<file path="config.mk">
export PLATFORM = sky130hd
export DESIGN_NAME = fir_shift_add_param
export DESIGN_NICKNAME = d
export VERILOG_FILES = /design/src/rtl/fir_shift_add_param.sv
export SDC_FILE = /design/constraint.sdc
export NUM_CORES = 1
export LEC_CHECK = 0
export ABC_AREA = 0
export CAP_MARGIN = 20
export CELL_PAD_IN_SITES_DETAIL_PLACEMENT = 2
export CELL_PAD_IN_SITES_GLOBAL_PLACEMENT = 2
export CORE_UTILIZATION = 35
export CTS_BUF_LIST = sky130_fd_sc_hd__clkbuf_8
export CTS_CLUSTER_SIZE = 28
export DETAILED_ROUTE_END_ITERATION = 6
export PLACE_DENSITY = 0.83
export SLEW_MARGIN = 20
export SYNTH_ARGS = -nofsm -noshare
export SYNTH_HDL_FRONTEND = slang
export SYNTH_SLANG_ARGS = --single-unit
</file>
<file path="constraint.sdc">
create_clock -name clk -period 4.4 [get_ports clk]
set_input_delay 0.44 -clock clk [delete_from_list [all_inputs] [get_ports clk]]
set_output_delay 0.44 -clock clk [all_outputs]
set_load 0.02 [all_outputs]
</file>
<file path="src/rtl/fir_shift_add_param.sv">
// Multiplier-free FIR: each tap is right-shifted by a programmable amount and summed.
// The sum is clipped to OW bits, and a sticky flag records any clipping.
module fir_shift_add_param #(
    parameter int DW   = 8,
    parameter int TAPS = 5,
    parameter int SW   = 3,
    parameter int OW   = 10,
    localparam int AW  = (TAPS > 1) ? $clog2(TAPS) : 1
) (
    input  logic          clk,
    input  logic          rst,
    input  logic          in_valid,
    input  logic [DW-1:0] x,
    input  logic          flush,
    input  logic          cfg_we,
    input  logic [AW-1:0] cfg_addr,
    input  logic [SW-1:0] cfg_shift,
    input  logic          cfg_en,
    output logic          out_valid,
    output logic [OW-1:0] dataout,
    output logic          sat
);

    localparam int SUMW = DW + $clog2(TAPS);
    localparam logic [SUMW-1:0] MAXOUT = SUMW'((64'd1 << OW) - 64'd1);

    logic [DW-1:0]   d_reg     [1:TAPS-1];
    logic [SW-1:0]   shift_reg [TAPS];
    logic            en_reg    [TAPS];
    logic [DW-1:0]   tap       [TAPS];
    logic [SUMW-1:0] term      [TAPS];
    logic [SUMW-1:0] sum_next;
    logic [OW-1:0]   clip_next;
    logic            out_valid_reg;
    logic [OW-1:0]   dataout_reg;
    logic            sat_reg;

    assign tap[0] = x;

    genvar gi;
    generate
        for (gi = 1; gi < TAPS; gi++) begin : g_tap
            assign tap[gi] = d_reg[gi];
        end
        // Shifts of DW or more would empty the tap, so they are forced to zero explicitly.
        for (gi = 0; gi < TAPS; gi++) begin : g_term
            assign term[gi] = (en_reg[gi] && (int'(shift_reg[gi]) < DW))
                              ? SUMW'(tap[gi] >> shift_reg[gi]) : '0;
        end
    endgenerate

    always_comb begin
        sum_next = '0;
        for (int k = 0; k < TAPS; k++) begin
            sum_next = sum_next + term[k];
        end
        clip_next = (sum_next > MAXOUT) ? OW'(MAXOUT) : sum_next[OW-1:0];
    end

    always_ff @(posedge clk) begin
        if (rst || flush) begin
            for (int k = 1; k < TAPS; k++) begin
                d_reg[k] <= '0;
            end
        end else if (in_valid) begin
            for (int k = 1; k < TAPS; k++) begin
                d_reg[k] <= tap[k-1];
            end
        end
    end

    // Coefficient writes land after this edge, so a coincident sample sees the old set.
    always_ff @(posedge clk) begin
        if (rst) begin
            for (int k = 0; k < TAPS; k++) begin
                shift_reg[k] <= SW'(TAPS - k);
                en_reg[k]    <= 1'b1;
            end
        end else if (cfg_we) begin
            for (int k = 0; k < TAPS; k++) begin
                if (int'(cfg_addr) == k) begin
                    shift_reg[k] <= cfg_shift;
                    en_reg[k]    <= cfg_en;
                end
            end
        end
    end

    always_ff @(posedge clk) begin
        if (rst) begin
            out_valid_reg <= 1'b0;
            dataout_reg   <= '0;
            sat_reg       <= 1'b0;
        end else if (flush) begin
            out_valid_reg <= 1'b0;
        end else if (in_valid) begin
            out_valid_reg <= 1'b1;
            dataout_reg   <= clip_next;
            if (sum_next > MAXOUT) begin
                sat_reg <= 1'b1;
            end
        end else begin
            out_valid_reg <= 1'b0;
        end
    end

    assign out_valid = out_valid_reg;
    assign dataout   = dataout_reg;
    assign sat       = sat_reg;

endmodule

</file>
# After elaboration in Yosys (flattened, before gate mapping)
# Memory sizes are Yosys's and may differ from the RTL's.
# Index checks and enable logic that the tools add are counted.
[word_totals]
ff_bits = 12
ramBits = 52
inputBits = 20
out_inout_bits = 12
mem_count = 3
[memory_table]
columns = ["name", "depth", "width", "read_ports", "rd_clocked_by_memory_dff", "wr", "line_no", "rtl"]
rows = [
  ["d_reg", 4, 8, 4, 0, 4, "27", "logic [DW-1:0] d_reg [1:TAPS-1];"],
  ["shift_reg", 5, 3, 5, 0, 5, "28", "logic [SW-1:0] shift_reg [TAPS];"],
  ["en_reg", 5, 1, 5, 0, 5, "29", "logic en_reg [TAPS];"],
]
[op_classes]
add_sub_neg = 4
order_cmp = 1
n_eq_ne = 4
shifts = 5
n_mux = 47
n_bitwise = 15
reduce_logical = 5
[ops]
columns = ["cell", "n"]
rows = [
  ["2-to-1 mux 11 bit", 5],
  [">> shifter 8 x 3 -> 11 bit", 5],
  ["adder 11 bit", 4],
  ["2-to-1 mux 1 bit", 32],
  ["2-to-1 mux 8 bit", 4],
  ["2-to-1 mux 3 bit", 5],
  ["OR 1 bit", 14],
  ["greater-than comparator 11 x 10 -> 1 bit (second input constant)", 1],
  ["2-to-1 mux 10 bit", 1],
  ["equality test 3 bit (second input constant)", 3],
  ["equality test 3 x 2 -> 1 bit (second input constant)", 1],
  ["zero test 3 bit", 1],
  ["AND reduction 3 bit", 1],
  ["AND reduction 2 bit", 1],
  ["OR reduction 2 bit", 1],
  ["logical OR 1 bit", 1],
  ["NOT 1 bit", 1],
]

# Longest topological paths before layout
# Gate-level depths: netlist (run 1).
[logic_depth]
ltp_word = 8
mapped_depth = 18
ltp_nobuf = 17

# Worst setup path after synthesis (run 1)
# No wires, ideal clock.
[synth_timing]
path_type = "reg2reg"
from = "mem shift_reg[3][1], in the netlist shift_reg[0][10]"
to = "reg dataout_reg[7], in the netlist dataout[7]"
arrival_ns = 4.065
path_slack_ns = 0.255
stages_incl_launch_ff = 19
period_less_slack_ns = 4.145
cell_sequence = "edfxtp_1 -> buf_2 -> mux2i_1 -> o22a_1 -> nor2_1 -> o21a_1 -> fa_1 -> inv_1 -> fa_1 -> inv_1 -> fa_1 -> ha_1 -> inv_1 -> fa_1 -> nor2b_1 -> o31a_1 -> o22ai_1 -> xor2_1 -> a211oi_2"
[synth_lines]
columns = ["item", "line_no", "rtl"]
rows = [
  ["from (decl)", "28", ""],
  ["to (signal assigned)", "98", "dataout_reg <= clip_next;"],
  ["to (decl)", "35", "logic [OW-1:0] dataout_reg;"],
]

==> run metrics, run 1 <==
status complete, but fails checks; failing checks setup timing; Yosys warnings 0; count leader, synth edfxtp_1; CP Data Arrival Time slightly below 5 ns; Max Fanout on Critical Path 5; Synth Instances between 400 and 500; Worst EP required approximately 4.7 ns; fin area ~5700 sq um; minimum clock period between 4 and 5 ns; crit end category register; Max Clock Freq between 0.2 and 0.25 GHz; hpwl dp between 10 and 15 mm; Starting Density 0.361; CTS tree built; via count roughly 3600; top cell type's share of synthesized area 0.340; largest net degree at the start of global routing 35; Clock Latency Late Sink 0.37 ns; hold path endpoint sat$_SDFFE_PP0P_; Hold Fails Final Rpt 0; Reg clk slew, reported paths approximately 0.090 ns; grt ovf 0; initial DRC count 180; Tcrit/Tclk final 1.04; Slew @ Worst Pin 0.927 ns; routed wire length per instance approximately 25 um; mapped cell area between 4000 and 5000 sq um; Cell Area, Placed ~5200 sq um; TritonRoute pass-1 iters 4; r2r setup slk -0.16 ns; Rel. slew slack 0.381; Die H about 120 um; HP Start sat$_SDFFE_PP0P_; ratio of cells with drive above 1 in the final layout 0.240; DIE AREA roughly 14000 sq um; crit path kind reg2reg; PwrDens between 300 and 400 nW/um^2; list of most frequent post-synthesis cells edfxtp_1, and2_1, inv_1, nor2_1, mux2i_1; EDFF count, synth 52; Worst setup SP type register; post-synth cell types 48; area delta synth->final 23.4%; Yosys top cell by area edfxtp_1; Peak VDD IR about 0.13 mV; final antenna-violating net count 0; Max Slew Vio Count 0; Avg Cell Area, Syn between 10 and 15 sq um; non-filler cells, final ~650; CTS buffer count 9; FFs w/ async S/R, synth 0; clk buf depth 2; final setup vio count 10; #FFs+latches synth 64; # clock sinks between 60 and 70; Setup crit start shift_reg[0][9]$_DFFE_PP_; initial antenna violation count 0; skew final between 0.015 and 0.02 ns; Port Buf Inserts 31; # diodes 0; final WL around 16 mm; Core ar. approximately 13000 sq um; Area contributors post-synth edfxtp_1, fa_1, mux4_2; cts hold-fix bufs 0; number of remaining DRC errors 0; Pleak 0.00228 uW; Ports 32; vias in the first global route just under 4000; hold depth 2; placed cell count approximately 620; WL met2 around 8.4 mm; root buffer cell clkbuf_8; Cell Rows a little over 40; sequential-to-total area share from yosys stat 0.392; RSZ-0062 raised after global routing true; max reg flops 32; Placer Congestion 0.909; H-tree depth 3; Worst R2R End dataout[2]$_SDFFE_PP0P_; worst-case reg-to-reg path depth 13; met3 wire length roughly 450 um; Final WS setup -0.158 ns; top_reg_cell synth edfxtp_1; Tot GR Track Use 0.238; NumNets Final roughly 530; syn nets roughly 470; die span in x 117 um; Hold Crit Class reg2reg; max cap viols 0; first-pass GRT wire length approximately 23 mm; top routing layer used met4; vias per cell roughly 5.4; worst r2r src shift_reg[0][9]$_DFFE_PP_; DRT met1 WL ~6.6 mm
## metrics by stage
step                      setup slack (ns)  total power [uW]   util  hold slack [ns]  TNS [ns]
after CTS                         -0.00652              1660  0.434            0.470  -0.00652
after detailed placement            -0.173              1170  0.408            0.459    -0.981
after floorplan                      0.255               999      -            0.519         0
final                               -0.158              1710  0.446            0.471    -0.993
after global placement             -0.0243              1150  0.408            0.448   -0.0440
after global routing                -0.309              1780  0.446            0.518     -2.55
## how the worst max path moves through the flow
| stage | end | slack (ns) | cells past startpoint |
|---|---|---|---|
| after floorplan | dataout[7]$_SDFFE_PP0P_ | 0.25 | 18 |
| after global placement | dataout[5]$_SDFFE_PP0P_ | -0.02 | 16 |
| after detailed placement | dataout[5]$_SDFFE_PP0P_ | -0.17 | 16 |
| after CTS | dataout[7]$_SDFFE_PP0P_ | -0.007 | 17 |
| after global routing | dataout[2]$_SDFFE_PP0P_ | -0.31 | 14 |
| final | dataout[2]$_SDFFE_PP0P_ | -0.16 | 13 |
## cells in the final DEF (no fill, tap or decap), drive strengths merged, types with 11 or more instances in the layout
cell type and instances:
and2 38, buf 33, nand2 25, mux4 13, inv 34, nor2b 21, nor2 32, dfxtp 12
a21oi 15, edfxtp 52, clkdlybuf4s50 31, fa 23, ha 11, mux2i 28
## area by class of cell
| type | count | area (sq um) |
|---|---|---|
| tap | 172 | 215 |
| clock buffer | 9 | 124 |
| clock inverter | 7 | 41.3 |
| inverter | 33 | 124 |
| sequential | 64 | 1800 |
| timing repair buffer | 64 | 569 |
| fill | 1358 | 7050 |
| multi-input combinational | 303 | 2790 |
## where the power goes
| group | internal, uW | switching, uW | leakage [uW] |
|---|---|---|---|
| clock network | 199 | 255 | 0.0000838 |
| logic | 233 | 277 | 0.00153 |
| registers | 693 | 51.0 | 0.000667 |
## metal layers
metal	up-vias	global-route usage
met1	1829	0.281
met3	41	0.0384
met5	-	0
li1	1593	-
met4	0	0.123
met2	88	0.417
## worst max-delay path, stage by stage (launching register included)
cell and delay (ns):
edfxtp_1 0.49, mux4_2 0.58, mux2i_1 0.29, nor2b_1 0.11
fa_1 0.49, fa_1 0.52, inv_1 0.06, fa_1 0.54
inv_1 0.06, ha_4 0.30, nand4_1 0.22, a211oi_4 0.43
nor3_4 0.11, a211oi_2 0.25
## cells by family (layout without fill, tap and decap cells)
kind of cell             count (synthesis)  in the layout  synth area share
adder cells (fa/ha/maj)                 34             34             0.130
buffers and inverters                   53            113            0.0463
AND/OR/NAND/NOR                        159            159             0.189
XOR/XNOR                                 4              4           0.00763
flip-flops                              64             64             0.392
multiplexers                            48             48             0.142
AO/OA/AOI/OAI                           58             58            0.0932
## repair_timing
action,4_1_cts,5_1_grt
resized for setup,28,26
endpoints found under the hold margin,0,0
buffers inserted,6,7
endpoints found under the setup margin,10,11
pin swaps,9,22
Power figures use the tool's default switching activity.
==> inputs of run 2 (changes only) <==
CORE_MARGIN = 2   (was default)
==> run 2 against run 1 <==
  * The flow still finishes with violations (setup timing)
  * Clock power up 45%
  * Hold slack worse by 0.021 ns
  * Sequential share of layout area fell by 0.81 points
  * Routed wire length increased by 1.4%
  * Combinational power is 3% higher
  * Clock skew fell by 0.0019 ns
  * First-iteration DRC count is 23% lower
  * Sequential power about the same
  * Non-clock buffer count is 3 higher
  * Critical endpoint is now dataout[5]$_SDFFE_PP0P_
  * Largest power group unchanged
  * Highest routed layer unchanged
==> run metrics, run 2 (synthesized netlist as in run 1, its figures left out) <==
status complete, but fails checks; failing checks setup timing; Clock Latency Late Sink 0.38 ns (about the same); hpwl dp 11.0 mm (-0.19%); grt ovf 0 (unchanged); ratio of cells with drive above 1 in the final layout 0.267 (+0.0275); Tcrit/Tclk final 1.03 (-0.00538); Max Clock Freq 0.221 GHz (+0.52%); Cell Area, Placed 5160 sq um (-0.43%); Setup TNS Final -0.692 ns (+0.301 ns); Hold Fails Final Rpt 0 (unchanged); H-tree depth 3 (unchanged); HP Start sat$_SDFFE_PP0P_; Starting Density 0.361 (unchanged); Critical Path Most Common Cell fa_1; Top Family by Delay on Critical Path adder cells; Peak VDD IR 0.227 mV (+81%); max cap viols 0 (unchanged); Die H 119 um (+1.7%); root buffer cell clkbuf_8; fin area 5820 sq um (+2.6%); final setup vio count 8 (-2); Max Fanout on Critical Path 4 (-1); NumNets Final 532 (+0.57%); DIE AREA 14100 sq um (+3.5%); Ports 32 (unchanged); PwrDens 331 nW/um^2 (+10%); cell count along the critical path 18 (+5); crit-path cells buf_6 -> mux2i_2 -> o22a_1 -> nor2_1 -> o21a_1 -> fa_1 -> inv_2 -> fa_1 -> inv_2 -> fa_1 -> ha_2 -> inv_1 -> fa_2 -> nor2b_4 -> o31a_1 -> a21oi_1 -> nor4_1 -> nor3_1; via count 3562 (+0.31%); Worst setup SP type register; crit path kind reg2reg; worst r2r src shift_reg[0][7]$_DFFE_PP_; # diodes 0 (unchanged); minimum clock period 4.53 ns (-0.0237 ns); final antenna-violating net count 0 (unchanged); # clock sinks 64 (unchanged); non-filler cells, final 655 (+0.46%); hold path endpoint sat$_SDFFE_PP0P_; Reg clk slew, reported paths 0.08 ns (about the same); largest net degree at the start of global routing 35 (unchanged); initial antenna violation count 0 (unchanged); final WL 16.4 mm (+1.4%); area delta synth->final 26.7%; vias per cell 5.44 (-0.15%); Core ar. 12700 sq um (unchanged); clk buf depth 2 (unchanged); Worst EP required 4.63 ns (-0.03 ns); Pleak 0.00231 uW (+1.0%); Max Slew Vio Count 0 (unchanged); r2r setup slk -0.13 ns (+0.02 ns); CP Data Arrival Time 4.77 ns (-0.05 ns); Slew @ Worst Pin 0.915 ns (-0.0112 ns); CTS tree built; skew final 0.0145 ns (-0.00188 ns); final hold slack 0.450 ns (-0.0209 ns); Placer Congestion 0.844 (-7.1%); RSZ-0062 raised after global routing true; placed cell count 621 (-0.48%); Cell Rows 41 (unchanged); crit end category register; Worst R2R End dataout[5]$_SDFFE_PP0P_; CP max stage cell fa_1; Place WS -0.126 ns (+0.0468 ns); die span in x 119 um (+1.7%); Port Buf Inserts 31 (unchanged); routed wire length per instance 25.0 um (+0.97%); vias in the first global route 3950 (-0.10%); max reg flops 32 (unchanged); initial DRC count 139 (-23%); Hold Crit Class reg2reg; commonest non-fill, non-tap cells in the layout edfxtp_1, and2_1, buf_4; TritonRoute pass-1 iters 4 (unchanged); Final WS setup -0.134 ns (+0.0237 ns); first-pass GRT wire length 23.0 mm (+0.45%); Tot GR Track Use 0.220 (-0.0182); Rel. slew slack 0.388 (+0.00747); worst path bufs/invs 4 (+2); largest stage delay on the critical path 0.54 ns (-0.04 ns); number of remaining DRC errors 0 (unchanged); hold depth 2 (unchanged); CTS buffer count 9 (unchanged); worst-case reg-to-reg path depth 18 (+5); most common cell after layout, fill and taps aside edfxtp_1
[run 2: cell type report]
class,count,area (sq um)
clock buffer,9,124
clock inverter,7,119
fill,1315,6900
inverter,33,124
multi-input combinational,303,2840
sequential,64,1800
tap,172,215
timing repair buffer,67,592
[run 2: power breakdown]
group          internal, uW  switching (uW)
Clock                   378             283
Combinational           244             282
Sequential              693            49.9
Total                  1310             615
[run 2: what timing repair did]
action / CTS / global route
gates resized for setup: 25 / 38
hold buffers: 0 / 0
pin swaps: 16 / 12
endpoints found under the setup margin: 11 / 11
buffers inserted: 8 / 11
[run 2: per-stage QoR]
| stage | util | power (uW) |
|---|---|---|
| global placement | 0.406 | 1140 |
| floorplan | - | 999 |
| detailed placement | 0.406 | 1170 |
| CTS | 0.438 | 1860 |
| finish | 0.457 | 1930 |
| global route | 0.457 | 2000 |
[run 2: worst min-delay path: stages (launching register included)]
cell,delay [ns]
dfxtp_1,0.31
inv_1,0.04
a21oi_1,0.05
[run 2: worst max path at each step]
stage | from | end | slack (ns)
after floorplan | shift_reg[0][10]$_DFFE_PP_ | dataout[7]$_SDFFE_PP0P_ | 0.25
after global placement | shift_reg[0][12]$_DFFE_PP_ | dataout[7]$_SDFFE_PP0P_ | -0.04
after detailed placement | shift_reg[0][12]$_DFFE_PP_ | dataout[7]$_SDFFE_PP0P_ | -0.13
after CTS | shift_reg[0][10]$_DFFE_PP_ | dataout[0]$_SDFFE_PP0P_ | -0.02
after global routing | shift_reg[0][7]$_DFFE_PP_ | dataout[5]$_SDFFE_PP0P_ | -0.42
final | shift_reg[0][7]$_DFFE_PP_ | dataout[5]$_SDFFE_PP0P_ | -0.13
[run 2: routing by layer]
metal  part of all wire  GRT usage  vias to the layer above
met5                  0          0                        -
met4              0.025     0.0714                        0
met3              0.031     0.0367                       21
met2               0.55      0.398                       77
met1               0.40      0.264                     1869
li1                   -          -                     1595
==> inputs of run 3 (changes only) <==
HOLD_SLACK_MARGIN = 0.12   (was default)
==> results of run 3 <==
The final DEF is identical to that of run 2; final timing and power are the same.
